### src/rtl/sha256_msg_writer.sv
// Writes a fixed-length message stream plus SHA-256 padding into the hasher's message memory,
// then kicks the hasher and waits for it to finish.
module sha256_msg_writer #(
   parameter int unsigned MSG_WORDS = 20
) (
   input  logic        clk,
   input  logic        reset,
   input  logic        go,
   input  logic [15:0] message_addr,
   input  logic        in_valid,
   output logic        in_ready,
   input  logic [31:0] in_data,
   output logic        mem_clk,
   output logic        mem_we,
   output logic [15:0] mem_addr,
   output logic [31:0] mem_write_data,
   output logic        hash_start,
   input  logic        hash_done,
   output logic        busy,
   output logic        done
);

   localparam int unsigned PAD_WORDS = ((MSG_WORDS + 3 + 15) / 16) * 16;
   localparam logic [15:0] LAST_MSG  = 16'(MSG_WORDS - 1);
   localparam logic [15:0] MARK_IDX  = 16'(MSG_WORDS);
   localparam logic [15:0] LAST_PAD  = 16'(PAD_WORDS - 1);
   localparam logic [31:0] MSG_BITS  = 32'(MSG_WORDS * 32);

   typedef enum logic [2:0] {StIdle, StLoad, StPad, StKick, StWait, StDone} state_t;

   state_t      state_q;
   logic [15:0] base_q;
   logic [15:0] idx_q;
   logic [31:0] pad_word;

   assign mem_clk  = clk;
   assign in_ready = (state_q == StLoad);
   assign busy     = (state_q == StLoad) || (state_q == StPad) ||
                     (state_q == StKick) || (state_q == StWait);

   // The upper length word (index PAD_WORDS-2) is always zero since L fits in 32 bits.
   always_comb begin
      pad_word = 32'h0;
      if (idx_q == MARK_IDX) begin
         pad_word = 32'h8000_0000;
      end else if (idx_q == LAST_PAD) begin
         pad_word = MSG_BITS;
      end
   end

   always_ff @(posedge clk or posedge reset) begin
      if (reset) begin
         state_q        <= StIdle;
         base_q         <= 16'h0;
         idx_q          <= 16'h0;
         mem_we         <= 1'b0;
         mem_addr       <= 16'h0;
         mem_write_data <= 32'h0;
         hash_start     <= 1'b0;
         done           <= 1'b0;
      end else begin
         mem_we     <= 1'b0;
         hash_start <= 1'b0;
         unique case (state_q)
            StIdle, StDone: begin
               if (go) begin
                  base_q  <= message_addr;
                  idx_q   <= 16'h0;
                  done    <= 1'b0;
                  state_q <= StLoad;
               end
            end
            StLoad: begin
               if (in_valid) begin
                  mem_we         <= 1'b1;
                  mem_addr       <= base_q + idx_q;
                  mem_write_data <= in_data;
                  idx_q          <= idx_q + 16'h1;
                  if (idx_q == LAST_MSG) begin
                     state_q <= StPad;
                  end
               end
            end
            StPad: begin
               mem_we         <= 1'b1;
               mem_addr       <= base_q + idx_q;
               mem_write_data <= pad_word;
               idx_q          <= idx_q + 16'h1;
               if (idx_q == LAST_PAD) begin
                  state_q <= StKick;
               end
            end
            StKick: begin
               hash_start <= 1'b1;
               state_q    <= StWait;
            end
            StWait: begin
               if (hash_done) begin
                  done    <= 1'b1;
                  state_q <= StDone;
               end
            end
            default: state_q <= StIdle;
         endcase
      end
   end

endmodule

### config.mk
export PLATFORM = sky130hd
export DESIGN_NAME = sha256_msg_writer
export DESIGN_NICKNAME = d
export VERILOG_FILES = /design/src/rtl/sha256_msg_writer.sv
export SDC_FILE = /design/constraint.sdc
export NUM_CORES = 1
export LEC_CHECK = 0
export BUFFER_PORTS_ARGS = -buffer_cell sky130_fd_sc_hd__buf_4
export CORE_MARGIN = 4
export CORE_UTILIZATION = 30
export CTS_CLUSTER_DIAMETER = 60
export DETAILED_ROUTE_END_ITERATION = 10
export GPL_TIMING_DRIVEN = 0
export PLACE_DENSITY_LB_ADDON = 0.3
export SYNTH_ARGS = -nofsm -noshare
export SYNTH_HDL_FRONTEND = slang
export SYNTH_SLANG_ARGS = --single-unit
### constraint.sdc
create_clock -name clk -period 6.65 [get_ports clk]
set_clock_uncertainty 0.15 [all_clocks]
set_input_delay 0.9975 -clock clk [delete_from_list [all_inputs] [get_ports clk]]
set_output_delay 0.9975 -clock clk [all_outputs]
set_load 0.005 [all_outputs]
==> reports/metrics.yaml, run 1 <==
synthesis:
  synth_seq_area_share_pct: 47.2
  ys_ff_latch: 86
  yosys.area.top_type: "dfrtp_1"
  synth_top_area_share_pct: 47.2
  synth_area_um2: 4560
  synth_fp_nets: 551
  syn_inst: 480
  synth_edf_count: 0
  yosys_warnings: 0
  ys_top_cells_by_area: "dfrtp_1, nand2_1, a21oi_1, ha_1, mux2_1"
  synth.distinct_cells: 59
  async_reset_ff_share_pct: 100
  ys.flop_type: "dfrtp_1"
  syn-mean-instance-area_um2: 9.49
power:
  p_seq_share_pct: 32.8
  power.leakage_nw: 2.84
  netSwitchingPower_mw: 1.00
  power_mw: 2.70
  sw_frac_of_total_pct: 37.1
  ir_worst_vdd_mv: 0.139
  powerDensity_nw_per_um2: 452
  p_int_mw: 1.69
  power_frac_comb_pct: 45.1
  clkPwrFrac_pct: 22.1
critical_path:
  critPathSlowestCell: "clkbuf_16"
  crit_required_ns: 5.50
  cp_max_fo: 2
  path_class: "clk2out"
  critPathCaptureType: "output port"
  cp-start-kind: "clock port"
  slowest_delay_ns: 0.13
  arrival_ns: 3.81
  worstPathCellList: "clkbuf_16 -> clkbuf_16 -> buf_4 -> buf_4"
final_layout:
  diodes: 0
  nets: 672
  drive_gt1_share_pct: 24.8
  regArea_um2: 2150
  synthToLayoutAreaGrowth_pct: 31.0
  multi_input_area_um2: 2230
  mostFrequentLayoutCells: "buf_4, nand2_1, dfrtp_1, a21oi_1, nor2_1"
  final_common_cell: "buf_4"
  n_fill_cell: 1495
clocking:
  cts_tree: "built"
  path_clk_slew_ns: 0.06
  ctsResizeCount: 0
  clock_latency_ns: 0.45
  postCtsHoldBufs: 0
  postCtsSetupBuffers: 0
drt:
  wl_per_cell_um: 15.6
  vias_per_cell: 5.04
  dr.pass1.iters: 5
  routed_wirelength_mm: 12.3
  routed-via-count: 3978
  drtIter0Drc: 168
  ant_nets: 0
  drc_errors: 0
placed_design:
  dpl.hpwl_mm: 9.34
  routabilityCongestion: 0.857
  port_buffers: 106
timing:
  report.final.setup_viol: 0
  slew_headroom_pct: 64.8
  rsz0062_at_grt: "no"
  slew_viol_final: 0
  final-hold-violation-count: 0
  worst_slew_pin_slew_ns: 0.523
  setup_tns_ns: 0
global_route:
  overflow: 0
  track_usage_pct: 14.7
  grt_pass1_vias: 4073
  grt_pass1_wl_mm: 20.7
  antenna_found_initial: 0
  grt_start_max_net_pins: 54
floorplanning:
  die_w_um: 131
  rows: 44
  die_h_um: 131
  start_util_pct: 31.0
  coreArea_um2: 14700
  io_pins: 107
  dieArea_um2: 17200
run:
  cap_viol_max_count: 0
status:
  status: "completed"
min_path:
  hold_class: "reg2reg"
## logic make-up (layout without fill, tap and decap cells)
group,after synthesis,in the layout,share of synthesized area [%]
DFF,86,86,47.2
adders and majority gates,18,18,5.11
buffers and inverters,36,161,3.90
and+or+nand+nor,186,186,20.2
AOI/OAI and AO/OA,120,120,16.1
muxes,19,19,4.61
xor gates and xnor gates,15,15,2.88
## power groups by stage
stage / combinational (mW) / sequential, mW / clock [mW]
after floorplan: 0.741 / 0.873 / 0.00975
after global placement: 1.21 / 0.888 / 0.0182
after detailed placement: 1.24 / 0.894 / 0.0182
after CTS: 1.24 / 0.886 / 0.618
after global routing: 1.37 / 0.914 / 0.639
final: 1.21 / 0.885 / 0.596
## path summary, 6_finish.rpt
check                      slack (ns)  cells past startpoint        start                  to
max                              1.70                      4          clk             mem_clk
min                              0.33                      2  mem_addr[1]         mem_addr[1]
max reg2reg                      4.09                      7     idx_q[0]         mem_addr[8]
min reg2reg                      0.33                      2  mem_addr[1]         mem_addr[1]
max in group asynchronous        5.33                      3        reset           base_q[8]
min in group asynchronous        0.42                      2        reset  mem_write_data[13]
## per-stage QoR
stage	hold WS, ns	setup WS [ns]	util, %	cell area (µm²)	std cells
floorplan	0.315	2.07	-	4560	480
global placement	0.318	1.95	38.0	5580	770
detailed placement	0.323	1.95	38.2	5610	771
CTS	0.340	1.69	40.6	5970	789
global route	0.368	1.69	40.6	5970	789
finish	0.333	1.70	40.6	5970	789
## synth_stat cells (all sizes together) (2+ instances only)
library cell and instances:
a211oi 3, a21boi 2, a21o 8, a21oi 49, a31o 2, a31oi 4, and2 7, and3 5
and4 3, buf 18, clkbuf 13, dfrtp 86, ha 17, inv 5, mux2 16, mux2i 3
nand2 97, nand2b 3, nand3 10, nand4 9, nor2 21, nor2b 5, nor3 5, nor3b 5
nor4 5, o211ai 2, o21a 4, o21ai 24, o22ai 2, o31a 2, o31ai 8, o32ai 2
or4 2, or4b 2, xnor2 3, xor2 12
## state kept, by name, summed over array words and instances, names as in the netlist
signal,flops
mem_write_data,32
base_q,16
idx_q,16
mem_addr,16
state_q,3
done,1
hash_start,1
mem_we,1
## cell type report
| type | instances | share of cell area, % |
|---|---|---|
| Tap cell | 184 | 3.86 |
| Sequential cell | 86 | 36.1 |
| Inverter | 5 | 0.356 |
| Buffer | 31 | 2.66 |
| Timing Repair Buffer | 106 | 13.7 |
| Clock inverter | 4 | 0.818 |
| Multi-Input combinational cell | 358 | 37.3 |
| Clock buffer | 15 | 5.28 |
## metal layers
layer,GRT usage [%],part of all wire (%)
met1,19.4,47
met5,0,0
met4,6.01,2.1
met2,22.9,45
met3,4.05,6.5
## critical path: cells and delay by family
kind                   cells  cell delay (ns)
buffers and inverters      4             0.49
(Power assumes the default switching activity.)
==> run 2: changes to the inputs <==
--- a/config.mk
+++ b/config.mk
@@ -5,6 +5,7 @@
 export SDC_FILE = /design/constraint.sdc
 export NUM_CORES = 1
 export LEC_CHECK = 0
+export ABC_AREA = 1
 export BUFFER_PORTS_ARGS = -buffer_cell sky130_fd_sc_hd__buf_4
 export CORE_MARGIN = 4
 export CORE_UTILIZATION = 30
==> constraint.sdc (replaced) <==
create_clock -name clk -period 4.9 [get_ports clk]
set_clock_uncertainty 0.15 [all_clocks]
set_input_delay 0.735 -clock clk [delete_from_list [all_inputs] [get_ports clk]]
set_output_delay 0.735 -clock clk [all_outputs]
set_load 0.005 [all_outputs]
==> reports/metrics.yaml, run 2 <==
status:
  status: "completed"
synthesis:
  synth.distinct_cells: 31  # -47%
  async_reset_ff_share_pct: 100  # unchanged
  synth_area_um2: 4730  # +3.9%
  synth_edf_count: 0  # unchanged
  synth_top_area_share_pct: 45.5  # -1.8 points
  yosysMostFrequentCell: "nand2_1"
  synth_commonest_cells: "nand2_1, dfrtp_1, inv_1"
  syn_inst: 625  # +30%
  ys_top_cells_by_area: "dfrtp_1, nand2_1, nand3_1, inv_1, ha_1"
  syn-mean-instance-area_um2: 7.57  # -20%
  synth_fp_nets: 696  # +26%
  synth_seq_area_share_pct: 45.5  # -1.8 points
  yosys_warnings: 0  # unchanged
  yosys.area.top_type: "dfrtp_1"
  ys.flop_type: "dfrtp_1"
  ys_ff_latch: 86  # unchanged
critical_path:
  arrival_ns: 2.93  # -0.88 ns
  cp-start-kind: "clock port"
  cp_max_fo: 2  # unchanged
  path_class: "clk2out"
  cp-startpoint: "clk"
  critPathSlowestCell: "clkbuf_16"
  regToRegStartpoint: "idx_q[0]"
  critPathCaptureType: "output port"
  crit_required_ns: 4.01  # -1.49 ns
  worstPathCellList: "clkbuf_16 -> clkbuf_16 -> buf_4 -> buf_4"
  slowest_delay_ns: 0.13  # about the same
drt:
  routed_wirelength_mm: 12.8  # +3.9%
  routed-via-count: 4335  # +9.0%
  drc_errors: 0  # unchanged
  vias_per_cell: 4.51  # -11%
  wl_per_cell_um: 13.3  # -15%
  drtIter0Drc: 271  # +61%
  dr.pass1.iters: 5  # unchanged
  ant_nets: 0  # unchanged
global_route:
  grt_pass1_vias: 4248  # +4.3%
  track_usage_pct: 14.7  # -0.052 points
  grt_start_max_net_pins: 46  # -15%
  overflow: 0  # unchanged
  grt_pass1_wl_mm: 20.8  # +0.50%
  antenna_found_initial: 0  # unchanged
placed_design:
  placed_cells_incl_taps: 943  # +22%
  routabilityCongestion: 0.866  # +1.0%
  dpl.hpwl_mm: 9.70  # +3.8%
  port_buffers: 106  # unchanged
  dp_slack_ns: 1.34  # -0.613 ns
run:
  cap_viol_max_count: 0  # unchanged
final_layout:
  largest_reg_flops: 32  # unchanged
  synthToLayoutAreaGrowth_pct: 30.4
  final_common_cell: "nand2_1"
  drive_gt1_share_pct: 21.8  # -3.0 points
  nets: 817  # +22%
  mostFrequentLayoutCells: "nand2_1, buf_4, dfrtp_1, inv_1, nand3_1"
  regArea_um2: 2150  # unchanged
  diodes: 0  # unchanged
  multi_input_area_um2: 2220  # -0.39%
  top_register: "mem_write_data"
  stdcell_count: 962  # +22%
  n_fill_cell: 1611  # +7.8%
timing:
  rsz0062_at_grt: "no"
  slew_viol_final: 0  # unchanged
  setup_tns_ns: 0  # unchanged
  holdWs_ns: 0.185  # -0.148 ns
  slew_headroom_pct: 62.0  # -2.8 points
  final-hold-violation-count: 0  # unchanged
  worst_slack_ns: 1.08  # -0.615 ns
  worst_slew_pin_slew_ns: 0.571  # +0.0478 ns
  report.final.setup_viol: 0  # unchanged
power:
  power.leakage_nw: 3.39  # +19%
  powerDensity_nw_per_um2: 268  # -41%
  power_mw: 1.65  # -39%
  ir_worst_vdd_mv: 0.213  # +54%
clocking:
  ctsResizeCount: 0  # unchanged
  postCtsHoldBufs: 0  # unchanged
  clock_latency_ns: 0.46  # about the same
  path_clk_slew_ns: 0.07  # about the same
  cts_tree: "built"
  postCtsSetupBuffers: 0  # unchanged
floorplanning:
  coreArea_um2: 15300  # +4.2%
  dieArea_um2: 17800  # +3.6%
  die_w_um: 134  # +1.8%
  io_pins: 107  # unchanged
  start_util_pct: 30.9  # -0.094 points
  rows: 45  # +2.3%
  die_h_um: 134  # +1.8%
min_path:
  hold_class: "in2async"
-- run 2: logic make-up (layout without fill, tap and decap cells) --
kind of cell             Yosys count  after routing  synth area share, %
AND/OR/NAND/NOR                  373            373                 33.8
XOR/XNOR                           7              7                 1.30
adder cells (fa/ha/maj)           18             18                 4.92
flip-flops                        86             86                 45.5
buffers and inverters             91            217                 7.67
AO/OA/AOI/OAI                     50             50                 6.85
-- run 2: routing by layer --
| layer | global-route usage (%) | vias to the layer above | part of all wire, % |
|---|---|---|---|
| met3 | 3.17 | 14 | 4.5 |
| met2 | 24.5 | 88 | 49 |
| met1 | 17.7 | 1983 | 44 |
| li1 | - | 2250 | - |
| met5 | 0 | - | 0 |
| met4 | 7.77 | 0 | 2.7 |
-- run 2: worst paths after layout --
path / end / slack [ns] / cells past startpoint
worst max-delay path: mem_clk / 1.08 / 4
worst min-delay path: mem_write_data[23] / 0.18 / 2
worst max register to register: mem_addr[8] / 2.81 / 10
worst min register to register: base_q[8] / 0.33 / 2
max in group asynchronous: mem_addr[5] / 3.80 / 3
min in group clk: base_q[15] / 0.33 / 3
-- run 2: layout make-up --
type / count / share of cell area, %
Buffer: 18 / 1.44
Clock buffer: 14 / 5.05
Clock inverter: 6 / 0.750
Inverter: 73 / 4.48
Multi-Input combinational cell: 448 / 35.9
Sequential cell: 86 / 34.9
Tap cell: 211 / 4.28
Timing Repair Buffer: 106 / 13.2
-- run 2: through the flow --
step	area [µm²]	utilization, %
4_1_cts	6170	40.3
3_5_place_dp	5820	38.0
6_report	6170	40.3
5_1_grt	6170	40.3
3_3_place_gp	5790	37.8
2_1_floorplan	4730	-
-- run 2: worst max-delay path: cells and delay by family --
kind     cells  cell delay (ns)
buf+inv      4             0.49
-- run 2: power breakdown --
part	internal (mW)	total, mW	leakage, nW	switching [mW]
registers	0.727	0.738	1.12	0.0111
clock network	0.471	0.796	0.176	0.325
logic	0.0619	0.121	2.09	0.0591
